==> config.mk <==
export PLATFORM = sky130hd
export DESIGN_NAME = freq_div_ctrl
export DESIGN_NICKNAME = d
export VERILOG_FILES = /design/src/rtl/freq_div_pkg.sv /design/src/rtl/freq_div_core.sv /design/src/rtl/freq_div_ctrl.sv
export SDC_FILE = /design/constraint.sdc
export NUM_CORES = 1
export LEC_CHECK = 0
export ABC_AREA = 1
export CAP_MARGIN = 20
export CORE_ASPECT_RATIO = 0.75
export CORE_MARGIN = 10
export CORE_UTILIZATION = 56
export CTS_CLUSTER_DIAMETER = 80
export DETAILED_ROUTE_END_ITERATION = 8
export PLACE_DENSITY = 0.8
export SYNTH_ARGS = -nofsm -noshare
export SYNTH_HDL_FRONTEND = slang
export SYNTH_SLANG_ARGS = --single-unit
==> constraint.sdc <==
create_clock -name clk -period 3.7 [get_ports clk]
set_clock_uncertainty 0.1 [all_clocks]
set_input_delay 0.74 -clock clk [delete_from_list [all_inputs] [get_ports clk]]
set_output_delay 0.74 -clock clk [all_outputs]
set_load 0.02 [all_outputs]
==> src/rtl/freq_div_pkg.sv <==
// ---------------------------------------------------------------------------
// freq_div_pkg : shared types and helpers for the clock-divider controller
// Rev 1.0
// ---------------------------------------------------------------------------
`default_nettype none

package freq_div_pkg;

  typedef enum logic [1:0] {
    IDLE = 2'd0,
    RUN  = 2'd1,
    PEND = 2'd2,
    STOP = 2'd3
  } ctrl_state_t;

  localparam int MIN_DIV = 2;

  function automatic logic div_legal(input int div, input int max);
    return (div >= MIN_DIV) && (div <= max);
  endfunction

endpackage

`default_nettype wire

==> src/rtl/freq_div_core.sv <==
// ---------------------------------------------------------------------------
// freq_div_core : period counter and registered new_clk/tick generation
// Rev 1.0
// ---------------------------------------------------------------------------
`default_nettype none

module freq_div_core #(
  parameter int WIDTH = 9
) (
  input  logic             clk,
  input  logic             rst_n,
  input  logic             run,
  input  logic             load_div,
  input  logic [WIDTH-1:0] div,
  output logic             boundary,
  output logic             new_clk,
  output logic             tick
);

  localparam logic [WIDTH-1:0] ONE = WIDTH'(1);

  logic             running;
  logic [WIDTH-1:0] cnt;
  logic [WIDTH-1:0] cnt_next;
  logic [WIDTH:0]   half;

  // One extra bit keeps div+1 from wrapping when div is at the top of its range.
  assign half     = ({1'b0, div} + (WIDTH+1)'(1)) >> 1;
  assign boundary = running && (cnt == div - ONE);

  always_comb begin
    cnt_next = cnt + ONE;
    if (!running || load_div || boundary) begin
      cnt_next = '0;
    end
  end

  always_ff @(posedge clk or negedge rst_n) begin
    if (!rst_n) begin
      running <= 1'b0;
      cnt     <= '0;
      new_clk <= 1'b0;
      tick    <= 1'b0;
    end else if (!run) begin
      running <= 1'b0;
      cnt     <= '0;
      new_clk <= 1'b0;
      tick    <= 1'b0;
    end else begin
      running <= 1'b1;
      cnt     <= cnt_next;
      new_clk <= ({1'b0, cnt_next} < half);
      tick    <= (cnt_next == '0);
    end
  end

endmodule

`default_nettype wire

==> src/rtl/freq_div_ctrl.sv <==
// ---------------------------------------------------------------------------
// freq_div_ctrl : runtime-programmable divider with boundary-aligned changes
// Rev 1.0
// ---------------------------------------------------------------------------
`default_nettype none

module freq_div_ctrl
  import freq_div_pkg::*;
#(
  parameter int MAX_DIV     = 256,
  parameter int DEFAULT_DIV = 7,
  parameter int WIDTH       = $clog2(MAX_DIV + 1)
) (
  input  logic             clk,
  input  logic             rst_n,
  input  logic             en,
  input  logic             cfg_valid,
  input  logic [WIDTH-1:0] cfg_div,
  output logic             cfg_ready,
  output logic             cfg_err,
  output logic             new_clk,
  output logic             tick,
  output logic [WIDTH-1:0] active_div,
  output logic             busy
);

  ctrl_state_t      state;
  logic [WIDTH-1:0] pend_div;
  logic             pend_valid;
  logic             xfer;
  logic             legal;
  logic             accept;
  logic             boundary;
  logic             stop_now;
  logic             run;
  logic             load_div;

  assign cfg_ready = !pend_valid;
  assign busy      = (state != IDLE);
  assign xfer      = cfg_valid && cfg_ready;
  assign legal     = div_legal(32'(cfg_div), MAX_DIV);
  assign accept    = xfer && legal;

  // The waveform may only halt on a boundary; a ratio accepted in STOP keeps it alive.
  assign stop_now  = boundary && !en &&
                     ((state == PEND) || ((state == STOP) && !accept));
  assign run       = (state != IDLE) && !stop_now;
  assign load_div  = boundary && (state == PEND);

  freq_div_core #(
    .WIDTH (WIDTH)
  ) u_core (
    .clk      (clk),
    .rst_n    (rst_n),
    .run      (run),
    .load_div (load_div),
    .div      (active_div),
    .boundary (boundary),
    .new_clk  (new_clk),
    .tick     (tick)
  );

  always_ff @(posedge clk or negedge rst_n) begin
    if (!rst_n) begin
      state      <= IDLE;
      active_div <= WIDTH'(DEFAULT_DIV);
      pend_div   <= '0;
      pend_valid <= 1'b0;
      cfg_err    <= 1'b0;
    end else begin
      cfg_err <= xfer && !legal;
      case (state)
        IDLE: begin
          if (accept) begin
            active_div <= cfg_div;
          end
          if (en) begin
            state <= RUN;
          end
        end
        RUN: begin
          if (accept) begin
            pend_div   <= cfg_div;
            pend_valid <= 1'b1;
            state      <= PEND;
          end else if (!en) begin
            state <= STOP;
          end
        end
        STOP: begin
          if (accept) begin
            pend_div   <= cfg_div;
            pend_valid <= 1'b1;
            state      <= PEND;
          end else if (en) begin
            state <= RUN;
          end else if (boundary) begin
            state <= IDLE;
          end
        end
        PEND: begin
          if (boundary) begin
            active_div <= pend_div;
            pend_valid <= 1'b0;
            state      <= en ? RUN : IDLE;
          end
        end
        default: state <= IDLE;
      endcase
    end
  end

endmodule

`default_nettype wire

==> metrics.md, run 1 <==
| Metric | Value |
|---|---|
| Status | finished, final reports clean |
| Hold Path Sink | pend_div[4] |
| Sw frac | 46.3% |
| Cell family with most CP delay | simple AND/OR/NAND/NOR gates |
| Via count | 2173 |
| Setup tns final | 0 ns |
| DR WL/cell | 13.9 um |
| Die W | roughly 95 um |
| Clock latency on the worst-skew pair | just under 0.3 ns |
| Fin crit period | about 3.3 ns |
| CTS Hold Buffers Added | 0 |
| F_max | between 300 and 400 MHz |
| Final hold viol count | 0 |
| Reg-to-reg endpoint | u_core.new_clk |
| Hold depth | 2 |
| Area after DPL | around 2600 sq um |
| Area of the mapped netlist | about 2300 sq um |
| Worst-path maximum fanout | 13 |
| Initial drt markers | 198 |
| Max stage delay cell, worst path | dfstp_2 |
| Sequence of cells on the critical path | inv_1 -> ha_1 -> xnor2_1 -> nor2_1 -> o21ai_0 -> nor2_2 -> nand3_1 -> nand2_2 -> inv_2 -> nand2_1 -> inv_1 -> ha_1 -> a21oi_1 -> nor2_1 -> a211oi_1 -> o221a_2 -> nand2_1 -> nor2_1 |
| RD Place Congestion | between 0.9 and 1 |
| CTS tree | done |
| Finish-stage setup viols | 0 |
| PnR Total Power | 2180 uW |
| Syn nets | around 350 |
| Logic gate share of total power | 52.7% |
| Core footprint | slightly above 4000 sq um |
| CTS Root Cell | clkbuf_8 |
| Top cells by area, synth | dfrtp_1, nand2_1, inv_1, nor2_1, ha_1 |
| Syn avg cell area | 7.17 sq um |
| Height of the die | between 70 and 80 um |
| Yosys warns | 0 |
| Sequential-to-total area share from yosys stat | 36.5% |
| Port bufs | 26 |
| Nets@finish | 380 |
| I/O pins | 27 |
| Reg2reg start | active_div[0] |
| Yosys cell types | 35 |
| Reg power frac | a little under a third |
| Initial Util | between 50% and 60% |
| NetSw | around 1000 uW |
| Setup Fix Bufs, Post-CTS | 0 |
| First-pass GRT wire length | between 9 and 10 mm |
| Critical path data required time | approximately 3.8 ns |
| R2R setup slack | 0.37 ns |
| Via/cell ratio | 5.27 |
| Min-delay src | pend_div[4] |
| CP Class | reg -> reg |
| CTS resizes | 0 |
| Top cell type's share of synthesized area | 33.1% |
| PD cells | 792 nW/um^2 |
| Post-route ant nets | 0 |
| Internal | approximately 1200 uW |
| Met3 Usage GRT | approximately 4.1% |
| Slew @ Worst Pin | 0.500 ns |
| CTS sink count | 34 |
| M2 GR Usage | around 23% |
| Mapped Cells | around 330 |
| Initial antenna violation count | 0 |
| RSZ-0062 raised after global routing | no |
| Global routing met1 resource utilization | between 20% and 30% |
| Antenna cells | 0 |
| CTS Buffer Depth | 2 |
| Fin crit share | roughly nine tenths |
| Most used cell, CP | nor2_1 |
| Max rail drop VDD | between 0.4 and 0.5 mV |
| Max Cap Viol | 0 |
| Fin. max-slew vios | 0 |
| Crit-path max cell delay | a little under 0.6 ns |
| Final wirelength | approximately 5.7 mm |
| GRT Residual Overflow | 0 |
| Clk slew on worst S/H paths | approximately 0.07 ns |
| CP Buf/Inv Count | 3 |
| Share of post-route cells with drive strength above 1 | between 8 and 9% |
| Placement row count | 20 |
| #FFs+latches synth | 34 |
| Hold WS | 0.439 ns |
| Leakage Power | 0.00133 uW |
| Worst setup SP type | flop |
| Post-DP HPWL | about 4.4 mm |
| Worst Reg2Reg Path Length in Cells | 18 |
| Crit end category | flop |
| Area of the die | 7200 sq um |
| DRC Markers | 0 |
| Clock share of power | about 16% |
| Synth-to-layout area growth | 17.2% |
| Final instance area | 2750 sq um |
| H-tree depth | 2 |
| Slew HR | between 60% and 70% |
| CP Data Arrival Time | roughly 3.5 ns |
| Largest area contributor in the netlist | dfrtp_1 |
| GRT Util Overall | between 10% and 20% |
| Detailed Routing Iterations Pass 1 | 5 |
| Vias in the first global route | between 1500 and 2000 |
| Largest net degree at the start of global routing | 35 |
| TritonCTS Buffers | 5 |
| Gr busiest metal | met2 |
| Worst Hold Class | reg -> reg |
-- worst register-to-register path: stages (launching register included) --
cell and delay, ns:
dfstp_2 0.58, inv_1 0.10, ha_1 0.35, xnor2_1 0.14, nor2_1 0.09, o21ai_0 0.10
nor2_2 0.17, nand3_1 0.16, nand2_2 0.24, inv_2 0.09, nand2_1 0.09, inv_1 0.05
ha_1 0.28, a21oi_1 0.13, nor2_1 0.05, a211oi_1 0.18, o221a_2 0.21, nand2_1 0.05
nor2_1 0.11
-- layout by cell type (no fill, tap or decap), types with 2 or more instances in the layout --
cell             count
xnor2_1              6
nor2_1              41
nor2_4               2
dfstp_2              3
ha_1                11
nand2_1             84
nor3_1               7
clkbuf_8             5
nand3_1             18
clkbuf_1             2
inv_1               41
clkdlybuf4s50_1     26
nand2_2              2
nor2_2               5
inv_2                4
nand4_1              3
o21ai_1             12
xor2_1               7
a21oi_1              5
dfrtp_1             31
o21ai_0             25
buf_4                2
-- kinds of logic (layout without fill, tap and decap cells) --
| group | count (synthesis) | after routing | share of synthesized area (%) |
|---|---|---|---|
| buffers and inverters | 53 | 83 | 9.61 |
| AND/OR/NAND/NOR | 165 | 165 | 30.6 |
| XOR/XNOR | 13 | 13 | 4.86 |
| flip-flops | 34 | 34 | 36.5 |
| AO/OA/AOI/OAI | 51 | 51 | 12.5 |
| adder cells (fa/ha/maj) | 11 | 11 | 5.87 |
-- area by class of cell --
class,count,area (sq um)
tap,55,68.8
inverter,47,179
timing repair buffer,28,275
fill,350,1310
clock buffer,7,76.3
multi-input combinational,240,1260
clock inverter,1,30.0
sequential,34,855
-- power groups by stage --
stage | Sequential (uW) | Combinational [uW] | Clock (uW)
after detailed placement | 695 | 1130 | 0
after CTS | 691 | 1140 | 340
after global placement | 686 | 1110 | 0
after floorplan | 718 | 752 | 0
final | 693 | 1150 | 336
after global routing | 716 | 1290 | 354
-- cell usage after synthesis (all sizes together) --
library cell,number
a211oi,1
a21boi,1
a21oi,5
a31oi,1
buf,4
clkbuf,2
clkinv,1
dfrtp,31
dfstp,3
ha,11
inv,46
nand2,86
nand3,18
nand3b,1
nand4,4
nor2,48
nor3,8
o21ai,37
o21bai,1
o221a,1
o22a,1
o22ai,2
o311ai,1
xnor2,6
xor2,7
-- layer usage --
layer	up-vias	wire [um]
met1	980	2650
met4	0	73
met2	84	2490
li1	1103	-
met5	-	0
met3	6	516
-- registers in the layout (all words and copies together) (netlist names) --
| register | cells |
|---|---|
| pend_valid | 1 |
| state | 2 |
| pend_div | 9 |
| active_div | 9 |
| u_core.running | 1 |
| u_core.tick | 1 |
| cfg_err | 1 |
| u_core.cnt | 9 |
| u_core.new_clk | 1 |
-- stage by stage --
step	util [%]	worst slack, ns	cells
after CTS	67.8	0.432	412
after detailed placement	65.2	0.461	404
after floorplan	-	0.634	327
after global placement	65.2	0.597	404
final	67.8	0.372	412
after global routing	67.8	0.143	412
-- how the worst max path moves through the flow --
stage                                 to     startpoint  depth (start not counted)  slack (ns)
after floorplan           u_core.new_clk  active_div[0]                         19        0.63
after global placement    u_core.new_clk  active_div[0]                         18        0.60
after detailed placement  u_core.new_clk  active_div[0]                         18        0.46
after CTS                 u_core.new_clk  active_div[0]                         18        0.43
after global routing      u_core.new_clk  active_div[0]                         18        0.14
final                     u_core.new_clk  active_div[0]                         18        0.37
Note: power is estimated with default switching activity, not from simulation.
==> run 2: changes to the inputs <==
SKIP_CTS_REPAIR_TIMING = 1   (was default)
==> results of run 2 <==
The final DEF is identical to that of run 1; final timing and power are the same.
==> run 3: changes to the inputs <==
SKIP_CTS_REPAIR_TIMING = default   (was 1)
==> results of run 3 <==
The final DEF is identical to that of run 1; final timing and power are the same.
